--- config.mk ---
export PLATFORM = sky130hd
export DESIGN_NAME = fsm3_chan_sched_flat
export DESIGN_NICKNAME = d
export VERILOG_FILES = /design/src/rtl/fsm3_pkg.sv /design/src/rtl/fsm3_chan_sched_if.sv /design/src/rtl/rr_arbiter_nch.sv /design/src/rtl/fsm3_chan_sched.sv /design/src/flat_wrapper.sv
export SDC_FILE = /design/constraint.sdc
export NUM_CORES = 1
export LEC_CHECK = 0
export CAP_MARGIN = 20
export CORE_MARGIN = 2
export CORE_UTILIZATION = 30
export DETAILED_ROUTE_END_ITERATION = 10
export PLACE_DENSITY = 0.64
export SLEW_MARGIN = 15
export SYNTH_ARGS = -nofsm -noshare
export SYNTH_HDL_FRONTEND = slang
export SYNTH_SLANG_ARGS = --single-unit
--- constraint.sdc ---
create_clock -name clk -period 3.1 [get_ports clk]
set_input_delay 0.62 -clock clk [delete_from_list [all_inputs] [get_ports clk]]
set_output_delay 0.62 -clock clk [all_outputs]
set_load 0.02 [all_outputs]
--- src/rtl/fsm3_pkg.sv ---
// Shared types and the 4-state "1-0-1" detector transition function used by
// the channel scheduler.
package fsm3_pkg;

    typedef enum logic [1:0] {
        ST_A = 2'd0,
        ST_B = 2'd1,
        ST_C = 2'd2,
        ST_D = 2'd3
    } fsm3_state_t;

    // ST_D is the "1-0-1 just seen" state; overlap is natural (D -0-> C -1-> D).
    function automatic fsm3_state_t fsm3_next(input fsm3_state_t state, input logic in_bit);
        fsm3_state_t nxt;
        case (state)
            ST_A:    nxt = in_bit ? ST_B : ST_A;
            ST_B:    nxt = in_bit ? ST_B : ST_C;
            ST_C:    nxt = in_bit ? ST_D : ST_A;
            ST_D:    nxt = in_bit ? ST_B : ST_C;
            default: nxt = ST_A;
        endcase
        return nxt;
    endfunction

endpackage

--- src/rtl/fsm3_chan_sched_if.sv ---
// Channel-side request bundle and match reporting of the detector scheduler.
interface fsm3_chan_sched_if #(
    parameter int NCH   = 4,
    parameter int CNT_W = 16
);
    localparam int CHW = $clog2(NCH);

    // Handshake: channel i's bit transfers on a rising edge where
    // req_valid[i] & req_ready[i]; req_ready is one-hot or zero, may depend
    // combinationally on req_valid/chan_clr, and never rises for a channel
    // whose req_valid is low or whose chan_clr is high.
    logic [NCH-1:0]   req_valid;
    logic [NCH-1:0]   req_bit;
    logic [NCH-1:0]   req_ready;
    logic [NCH-1:0]   chan_clr;
    logic             match_valid;
    logic [CHW-1:0]   match_ch;
    logic [CNT_W-1:0] match_count;

    modport master (
        output req_valid, req_bit, chan_clr,
        input  req_ready, match_valid, match_ch, match_count
    );

    modport slave (
        input  req_valid, req_bit, chan_clr,
        output req_ready, match_valid, match_ch, match_count
    );

endinterface

--- src/rtl/rr_arbiter_nch.sv ---
// Combinational round-robin arbiter: grants the first eligible channel above
// ptr, wrapping from NCH-1 back to 0.
module rr_arbiter_nch #(
    parameter int NCH = 4,
    localparam int CHW = $clog2(NCH)
) (
    input  logic [NCH-1:0] eligible,
    input  logic [CHW-1:0] ptr,
    output logic [NCH-1:0] grant,
    output logic [CHW-1:0] grant_idx,
    output logic           grant_any
);

    logic [CHW:0]   sum;
    logic [CHW-1:0] idx;

    always_comb begin
        grant     = '0;
        grant_idx = '0;
        grant_any = 1'b0;
        sum       = '0;
        idx       = '0;
        // k = NCH revisits ptr itself, so a lone requester is never starved.
        for (int k = 1; k <= NCH; k++) begin
            sum = {1'b0, ptr} + (CHW + 1)'(k);
            if (sum >= (CHW + 1)'(NCH)) begin
                sum = sum - (CHW + 1)'(NCH);
            end
            idx = sum[CHW-1:0];
            if (!grant_any && eligible[idx]) begin
                grant_any      = 1'b1;
                grant[idx]     = 1'b1;
                grant_idx      = idx;
            end
        end
    end

endmodule

--- src/rtl/fsm3_chan_sched.sv ---
// Time-multiplexed "1-0-1" detector: one shared next-state engine serves NCH
// serial channels, one granted bit per cycle, matches tagged by channel.
module fsm3_chan_sched
    import fsm3_pkg::*;
#(
    parameter int NCH   = 4,
    parameter int CNT_W = 16
) (
    input  logic                 clk,
    input  logic                 areset_n,
    fsm3_chan_sched_if.slave     bus,
    output logic [2*NCH-1:0]     dbg_state
);

    localparam int CHW = $clog2(NCH);
    localparam logic [CNT_W-1:0] CNT_MAX = '1;

    fsm3_state_t      st_q [NCH];
    fsm3_state_t      st_d [NCH];
    logic [CHW-1:0]   ptr_q, ptr_d;
    logic             mv_q, mv_d;
    logic [CHW-1:0]   mch_q, mch_d;
    logic [CNT_W-1:0] cnt_q, cnt_d;

    logic [NCH-1:0]   eligible;
    logic [NCH-1:0]   grant;
    logic [CHW-1:0]   gidx;
    logic             gany;
    fsm3_state_t      nxt;

    // A channel being cleared is withheld from arbitration for that cycle.
    assign eligible = bus.req_valid & ~bus.chan_clr;

    rr_arbiter_nch #(.NCH(NCH)) u_arb (
        .eligible  (eligible),
        .ptr       (ptr_q),
        .grant     (grant),
        .grant_idx (gidx),
        .grant_any (gany)
    );

    assign bus.req_ready   = grant;
    assign bus.match_valid = mv_q;
    assign bus.match_ch    = mch_q;
    assign bus.match_count = cnt_q;

    always_comb begin
        st_d  = st_q;
        ptr_d = ptr_q;
        mv_d  = 1'b0;
        mch_d = mch_q;
        cnt_d = cnt_q;
        nxt   = fsm3_next(st_q[gidx], bus.req_bit[gidx]);

        for (int i = 0; i < NCH; i++) begin
            if (bus.chan_clr[i]) begin
                st_d[i] = ST_A;
            end
        end

        // The granted channel is never the cleared one, so no write conflict.
        if (gany) begin
            st_d[gidx] = nxt;
            ptr_d      = gidx;
            if (nxt == ST_D) begin
                mv_d  = 1'b1;
                mch_d = gidx;
                if (cnt_q != CNT_MAX) begin
                    cnt_d = cnt_q + CNT_W'(1);
                end
            end
        end
    end

    always_ff @(posedge clk or negedge areset_n) begin
        if (!areset_n) begin
            for (int i = 0; i < NCH; i++) begin
                st_q[i] <= ST_A;
            end
            ptr_q <= CHW'(NCH - 1);
            mv_q  <= 1'b0;
            mch_q <= '0;
            cnt_q <= '0;
        end else begin
            for (int i = 0; i < NCH; i++) begin
                st_q[i] <= st_d[i];
            end
            ptr_q <= ptr_d;
            mv_q  <= mv_d;
            mch_q <= mch_d;
            cnt_q <= cnt_d;
        end
    end

    always_comb begin
        dbg_state = '0;
        for (int i = 0; i < NCH; i++) begin
            dbg_state[2*i +: 2] = st_q[i];
        end
    end

endmodule

--- src/flat_wrapper.sv ---
// flat-port wrapper written by rule: the top's interface ports become plain ports
module fsm3_chan_sched_flat import fsm3_pkg::*;
#(
    parameter int NCH   = 4,
    parameter int CNT_W = 16
)
  (clk, areset_n, dbg_state, bus_req_valid, bus_req_bit, bus_chan_clr, bus_req_ready, bus_match_valid, bus_match_ch, bus_match_count);
  fsm3_chan_sched_if #(.NCH(NCH), .CNT_W(CNT_W)) bus_i ();
  input  logic clk;
  input  logic areset_n;
  output logic [2*NCH-1:0] dbg_state;
  input wire logic [$bits(bus_i.req_valid)-1:0] bus_req_valid;
  input wire logic [$bits(bus_i.req_bit)-1:0] bus_req_bit;
  input wire logic [$bits(bus_i.chan_clr)-1:0] bus_chan_clr;
  output wire logic [$bits(bus_i.req_ready)-1:0] bus_req_ready;
  output wire logic [$bits(bus_i.match_valid)-1:0] bus_match_valid;
  output wire logic [$bits(bus_i.match_ch)-1:0] bus_match_ch;
  output wire logic [$bits(bus_i.match_count)-1:0] bus_match_count;
  assign bus_i.req_valid = bus_req_valid;
  assign bus_i.req_bit = bus_req_bit;
  assign bus_i.chan_clr = bus_chan_clr;
  assign bus_req_ready = bus_i.req_ready;
  assign bus_match_valid = bus_i.match_valid;
  assign bus_match_ch = bus_i.match_ch;
  assign bus_match_count = bus_i.match_count;
  fsm3_chan_sched #(.NCH(NCH), .CNT_W(CNT_W)) u_core (.clk(clk), .areset_n(areset_n), .bus(bus_i), .dbg_state(dbg_state));
endmodule
**After elaboration in Yosys (flattened, before gate mapping)**

Index checks and enable logic that the tools add are counted.

- Input port bits: 14
- ROM bits: 0
- Output and inout bits: 31
- Bits in registers: 29
- Bits in latches: 0
- Memories kept: 0
- Logic and storage cells: 109
- RAM bits: 0

- $add $sub $neg: 9
- Magnitude comparators: 15
- Reduce and logical (&&, ||, !) cells: 15
- $mul: 0
- Mux-type cells: 51
- Divide/modulo/power cells: 0
- Equality and inequality tests: 5
- Shift-type cells: 0
- Bitwise logic cells: 6

Operators with widths:

| cell | number |
|---|---|
| $mux W2 | 17 |
| $add A16 B1 Y16 const B | 1 |
| $mux W1 | 16 |
| $mux W4 | 4 |
| $ne A16 B16 Y1 const B | 1 |
| $ge A3 B3 Y1 const B | 5 |
| $lt A2 B3 Y1 const B | 5 |
| $or A4 B4 Y4 | 3 |
| $bmux W1 S2 | 5 |
| $bwmux W8 | 1 |
| $demux W1 S2 | 4 |
| $ge A2 B1 Y1 const B | 4 |
| $logic_and A1 B1 Y1 | 8 |
| $mux W8 | 1 |
| $sub A2 B1 Y2 const B | 4 |
| $add A2 B2 Y3 const B | 2 |
| $eq A2 B2 Y1 const B | 3 |
| $pmux W2 S3 | 1 |
| $and A4 B4 Y4 | 1 |
| $bmux W2 S2 | 1 |
| $demux W2 S2 | 1 |
| $not A4 Y4 | 1 |
| $add A2 B1 Y3 const B | 1 |
| $add A2 B3 Y3 const B | 1 |
| other kinds (8) | 10 |

**Longest topological paths before layout**

- Word-level depth: 25
- Mapped depth: 10
- Mapped depth without buffers: 8

**By module**

Synthesis repeated with hierarchy kept, for this count alone.

- Cells, all modules: 189
- Area total of the unflattened synthesis: 1935.6 µm²

Modules (own cells, without submodules):

| module | sequential area each (µm²) | cells each | area each (µm²) | times used |
|---|---|---|---|---|
| fsm3_chan_sched | 728.2 | 121 | 1410.1 | 1 |
| rr_arbiter_nch | 0.0 | 68 | 525.5 | 1 |

**Least setup slack after synthesis**

No wires, ideal clock.

- Path type: flip-flop to flip-flop
- Start point: reg u_core.ptr_q[1]
- End point: reg u_core.mch_q[1] (netlist: u_core.bus.match_ch[1])
- Library setup time: 0.128 ns
- Data required time: 2.972 ns
- Path buffers: 2
- Data arrival time: 3.003 ns
- Setup slack: -0.030 ns
- Cell stages (with the launch flop): 10
- Clock period less this slack: 3.130 ns
- Path through: dfstp_2 inv_1 ha_1 clkbuf_1 mux4_1 nand2b_1 o32ai_4 mux2i_4 buf_6 mux2_1

- Cells in the longest elaborated chain, start to end: 24
- Elaborated cells on any way between the ends: 55
- Those cells by class: 8 x add/sub; 4 x order compare; 4 x eq/ne; 29 x mux; 1 x bitwise; 9 x reduce/logical

Ends and longest elaborated chain:

| item | RTL line | source |
|---|---|---|
| start, declared | fsm3_chan_sched.sv:20 | `logic [CHW-1:0] ptr_q, ptr_d;` |
| start signal, assigned | fsm3_chan_sched.sv:80 | `ptr_q <= CHW'(NCH - 1);` |
| start signal, assigned | fsm3_chan_sched.sv:88 | `ptr_q <= ptr_d;` |
| $add A2 B1 Y3 | rr_arbiter_nch.sv:25 | `sum = {1'b0, ptr} + (CHW + 1)'(k);` |
| $ge A3 B3 Y1 or $sub A2 B1 Y2 (tied branches) | rr_arbiter_nch.sv:26, rr_arbiter_nch.sv:27 |  |
| $mux W2 | rr_arbiter_nch.sv:26 | `if (sum >= (CHW + 1)'(NCH)) begin` |
| $bmux W1 S2 | rr_arbiter_nch.sv:30 | `if (!grant_any && eligible[idx]) begin` |
| $mux W1 (implied by the code) | rr_arbiter_nch.sv:30 |  |
| $mux W1 | rr_arbiter_nch.sv:30 |  |
| $logic_not A1 Y1 | rr_arbiter_nch.sv:30 |  |
| $logic_and A1 B1 Y1 | rr_arbiter_nch.sv:30 |  |
| [7 not listed] | n/a |  |
| $not A2 Y3 (implied by the code) | fsm3_chan_sched.sv:53 | `nxt = fsm3_next(st_q[gidx], bus.req_bit[gidx]);` |
| $bmux W2 S2 | fsm3_chan_sched.sv:53 |  |
| $mux W2 (implied by the code) (2 in series) | fsm3_chan_sched.sv:53 |  |
| $eq A2 B1 Y1 or $eq A2 B2 Y1 (tied branches) | fsm3_pkg.sv:15 | `case (state)` |
| $reduce_or A2 Y1 (no line) | n/a |  |
| $pmux W2 S3 | fsm3_pkg.sv:15 |  |
| $eq A2 B2 Y1 | fsm3_chan_sched.sv:65 | `if (nxt == ST_D) begin` |
| $reduce_and A2 Y1 (no line) | n/a |  |
| end signal, assigned | fsm3_chan_sched.sv:90 | `mch_q <= mch_d;` |
| end, declared | fsm3_chan_sched.sv:22 | `logic [CHW-1:0] mch_q, mch_d;` |

Several ways; a longest one is shown, not always the timed one. The select of a mux whose other input is x is not followed.
A chain may end at the register's enable or synchronous reset.

**Final worst setup path**

- Start point: reg u_core.ptr_q[0]
- End point: reg u_core.cnt_q[15] (netlist: u_core.bus.match_count[15])

- Cells in the longest elaborated chain, start to end: 24
- Elaborated cells on any way between the ends: 55
- Those cells by class: 8 x add/sub; 4 x order compare; 4 x eq/ne; 29 x mux; 1 x bitwise; 9 x reduce/logical

Ends and longest elaborated chain:

| item | RTL line | source |
|---|---|---|
| $add A2 B1 Y3 | rr_arbiter_nch.sv:25 |  |
| $ge A3 B3 Y1 or $sub A2 B1 Y2 (tied branches) | rr_arbiter_nch.sv:26, rr_arbiter_nch.sv:27 |  |
| $mux W2 | rr_arbiter_nch.sv:26 |  |
| $bmux W1 S2 | rr_arbiter_nch.sv:30 |  |
| $mux W1 (implied by the code) | rr_arbiter_nch.sv:30 |  |
| $mux W1 | rr_arbiter_nch.sv:30 |  |
| $logic_not A1 Y1 | rr_arbiter_nch.sv:30 |  |
| $logic_and A1 B1 Y1 | rr_arbiter_nch.sv:30 |  |
| [7 not listed] | n/a |  |
| $not A2 Y3 (implied by the code) | fsm3_chan_sched.sv:53 |  |
| $bmux W2 S2 | fsm3_chan_sched.sv:53 |  |
| $mux W2 (implied by the code) (2 in series) | fsm3_chan_sched.sv:53 |  |
| $eq A2 B1 Y1 or $eq A2 B2 Y1 (tied branches) | fsm3_pkg.sv:15 |  |
| $reduce_or A2 Y1 (no line) | n/a |  |
| $pmux W2 S3 | fsm3_pkg.sv:15 |  |
| $eq A2 B2 Y1 | fsm3_chan_sched.sv:65 |  |
| $reduce_and A3 Y1 (no line) * | n/a |  |
| end signal, assigned | fsm3_chan_sched.sv:91 | `cnt_q <= cnt_d;` |
| end, declared | fsm3_chan_sched.sv:23 | `logic [CNT_W-1:0] cnt_q, cnt_d;` |

Mark *: on every way between the ends. The rest lies on a longest branch, timed or not. The select of a mux whose other input is x is not followed.

==> run_results.csv <==
group,metric,value,unit
global_route,grt_pass1_vias,1833,
run,maxCapViolCount,0,
logic_synthesis,ys_ff_latch,29,
logic_synthesis,seq_area_frac_synth,36.3,%
logic_synthesis,synth_warnings,0,
power_and_ir_drop,power_density,682,nW/um^2
global_route,antenna_found_initial,0,
setup_path,worstPathMaxFanout,8,
logic_synthesis,syn_inst,199,
global_route,grt_max_degree,30,
cts,holdBufCountCts,0,
floorplanning,core_area,6420,um^2
power_and_ir_drop,seq_power_share,24.4,%
cts,numClockSinks,29,
cts,clk_pin_slew_worst_paths,0.06,ns
logic_synthesis,synth.net_count,222,
floorplanning,start_util,31.2,%
floorplanning,io_pins,45,
timing,drv_slew,0,
logic_synthesis,ys_top_cells_by_area,"dfrtp_1 (34%), ha_1 (5.6%), xor2_1 (4.4%)",
floorplanning,die_area,7350,um^2
logic_synthesis,netlist_area,2000,um^2
floorplanning,chipWidth,85.7,um
setup_path,critPathSlowestCell,"dfstp_2",
layout,drive_gt1_share,31.6,%
logic_synthesis,yosysMostFrequentCell,"dfrtp_1",
placement,portBuffers,44,
worst_hold_path,min_path_cells,1,
logic_synthesis,dominantRegCellSynth,"dfrtp_1",
placement,place.gp.congestion,0.839,
placement,post-dp-hpwl,3740,um
timing,hold_violations,0,
logic_synthesis,synth_common_cells,"dfrtp_1 (27), nand2_1 (20)",
timing,period_needed,3.04,ns
power_and_ir_drop,leakage,0.00141,uW
timing,fmax,0.329,GHz
cts,cts_max_path_buffers,2,
cts,clock_latency,0.28,ns
setup_path,crit_type,"flip-flop to flip-flop",
layout,nNetsFinal,319,
timing,fin_crit_sh,98.1,%
power_and_ir_drop,clkPwrFrac,14.3,%
status,status,"finished, violations left",
timing,tightest_slew,0.392,ns
setup_path,crit_arrival,3.25,ns
placement,placed_area,2800,um^2
detailed_routing,routed_via_density,5.17,
timing,relSlewSlack,73.1,%
cts,htreeDepth,2,
timing,skew,0.00375,ns
setup_path,cp_common_cell,"buf_4",
cts,cts_inserted_buffers,5,
detailed_routing,post-route-drc-count,2,
floorplanning,die_h,85.7,um
global_route,track_usage,14.7,%
setup_path,crit_cells,14,
setup_path,slowest_delay,0.55,ns
power_and_ir_drop,combPwrFrac,61.3,%
detailed_routing,final_antenna_net_count,0,
setup_path,end_kind,"flip-flop",
power_and_ir_drop,p_switching,844,uW
power_and_ir_drop,ir_worst_vdd,0.000303,V
power_and_ir_drop,p_sw_share,40.1,%
worst_hold_path,hp-class,"flip-flop to flip-flop",
setup_path,crit_buf_inv,7,
setup_path,cpLargestDelayFamily,"simple AND/OR/NAND/NOR gates",
setup_path,path_cells,"buf_8, nand2_1, or4_1, a31oi_2, buf_4, buf_4, buf_4, buf_4, o32ai_4, mux2i_4, buf_12, buf_4, nor4_2, xor2_1",
power_and_ir_drop,internal_power,1260,uW
detailed_routing,wire_per_inst,14.3,um
layout,final_area,3090,um^2
timing,tns,0,ns
status,violations,"design-rule violations",
setup_path,reg2reg_depth,14,
detailed_routing,num_vias,1933,
detailed_routing,firstDrtPassIters,7,
layout,n_antenna_cell,0,
logic_synthesis,syn_area_per_cell,10.1,um^2
detailed_routing,wirelength,5350,um
detailed_routing,first_iter_violations,100,
cts,cts_tree,"yes",
global_route,grt.overflow.total,0,
layout,area_growth,54.1,%
logic_synthesis,synth_area_leader_cell,"dfrtp_1",
setup_path,critPathLaunchType,"flip-flop",
timing,whs,0.495,ns
logic_synthesis,yosysTopAreaCellShare,33.7,%
global_route,grt_pass1_wl,8600,um
timing,setup_viol,0,
cts,root_buffer,"clkbuf_8",
floorplanning,std_cell_rows,29,
logic_synthesis,synth_edf_count,0,
layout,fin_util,48.1,%
setup_path,critPathRequiredTime,3.31,ns
logic_synthesis,synth.distinct_cells,49,
logic_synthesis,synthArstFlopShare,100,%
[area by class of cell]
class	count	area, um^2
fillers	609	3330
multi-input cells	156	1300
repair buffers	94	847
flip-flops and latches	29	728
well taps	77	96.3
clock buffers	6	72.6
inverters	10	37.5
clock inverters	2	10.0
[layer usage]
metal / part of all wire (%) / GRT usage, % / up-vias
li1: - / - / 924
met1: 43 / 18.7 / 932
met2: 49 / 23.9 / 68
met3: 6.3 / 3.85 / 9
met4: 1.9 / 5.63 / 0
met5: 0 / 0 / -
[metrics by stage]
stage | cells | power (uW) | setup WS [ns]
2_1_floorplan | 199 | 1170 | 0.00837
3_3_place_gp | 355 | 1670 | -0.470
3_5_place_dp | 355 | 1680 | -0.475
4_1_cts | 368 | 1990 | -0.0357
5_1_grt | 374 | 2240 | -0.0570
6_report | 374 | 2110 | 0.0594
[state kept, by name, summed over array words and instances, names as in the netlist]
name                    cells
u_core.bus.match_count     16
u_core.dbg_state            8
u_core.bus.match_ch         2
u_core.ptr_q                2
u_core.bus.match_valid      1
[power groups by stage]
stage	registers, uW	clock network, uW	logic, uW
global route	527	324	1390
CTS	511	312	1170
finish	515	302	1290
detailed placement	517	0	1170
global placement	514	0	1160
floorplan	594	0	579
[worst paths after layout]
| check | startpoint | to | slack (ns) |
|---|---|---|---|
| min in group asynchronous | areset_n | u_core.bus.match_count[13]$_DFFE_PN0P_ | 0.71 |
| worst min-delay path | u_core.bus.match_ch[1]$_DFFE_PN0P_ | u_core.bus.match_ch[1]$_DFFE_PN0P_ | 0.49 |
| worst min register to register | u_core.bus.match_ch[1]$_DFFE_PN0P_ | u_core.bus.match_ch[1]$_DFFE_PN0P_ | 0.49 |
| max in group asynchronous | areset_n | u_core.ptr_q[0]$_DFFE_PN1N_ | 2.07 |
| worst max register to register | u_core.ptr_q[0]$_DFFE_PN1N_ | u_core.bus.match_count[15]$_DFFE_PN0P_ | 0.06 |
| worst max-delay path | u_core.ptr_q[0]$_DFFE_PN1N_ | u_core.bus.match_count[15]$_DFFE_PN0P_ | 0.06 |
[cells in the final DEF (no fill, tap or decap), types with 4 or more instances in the layout]
cell	n
a21oi_1	4
a222oi_1	4
buf_4	48
clkbuf_8	5
clkdlybuf4s50_1	32
dfrtp_1	27
dlymetal6s2s_1	5
ha_1	8
inv_1	7
mux2_1	4
mux2i_1	4
nand2_1	20
nand2b_1	10
nand3_1	10
nand3b_1	8
nor2_1	9
nor2b_4	4
nor3_1	4
nor3_2	7
o21ai_0	9
xor2_1	10
[cells by family after synthesis]
| kind of cell | after synthesis | synth area share [%] |
|---|---|---|
| AND/OR/NAND/NOR | 91 | 28.1 |
| AO/OA/AOI/OAI | 31 | 12.7 |
| flip-flops | 29 | 36.3 |
| buffers and inverters | 14 | 3.18 |
| multiplexers | 13 | 8.86 |
| XOR/XNOR | 12 | 5.24 |
| adder cells (fa/ha/maj) | 9 | 5.62 |
[worst register-to-register path, delay by kind of cell (launching register included)]
| family | cells | cell delay [ns] |
|---|---|---|
| compound gates | 2 | 0.32 |
| xor+xnor | 1 | 0.16 |
| buf+inv | 7 | 0.83 |
| flops | 1 | 0.55 |
| mux | 1 | 0.21 |
| simple gates | 3 | 0.88 |
[repair_timing]
action | in CTS | in global routing
resized for setup | 23 | 27
gates cloned | 0 | 0
setup buffers | 5 | 8
endpoints found under the setup margin | 5 | 22
pin swaps | 4 | 16
Power figures use the tool's default switching activity.
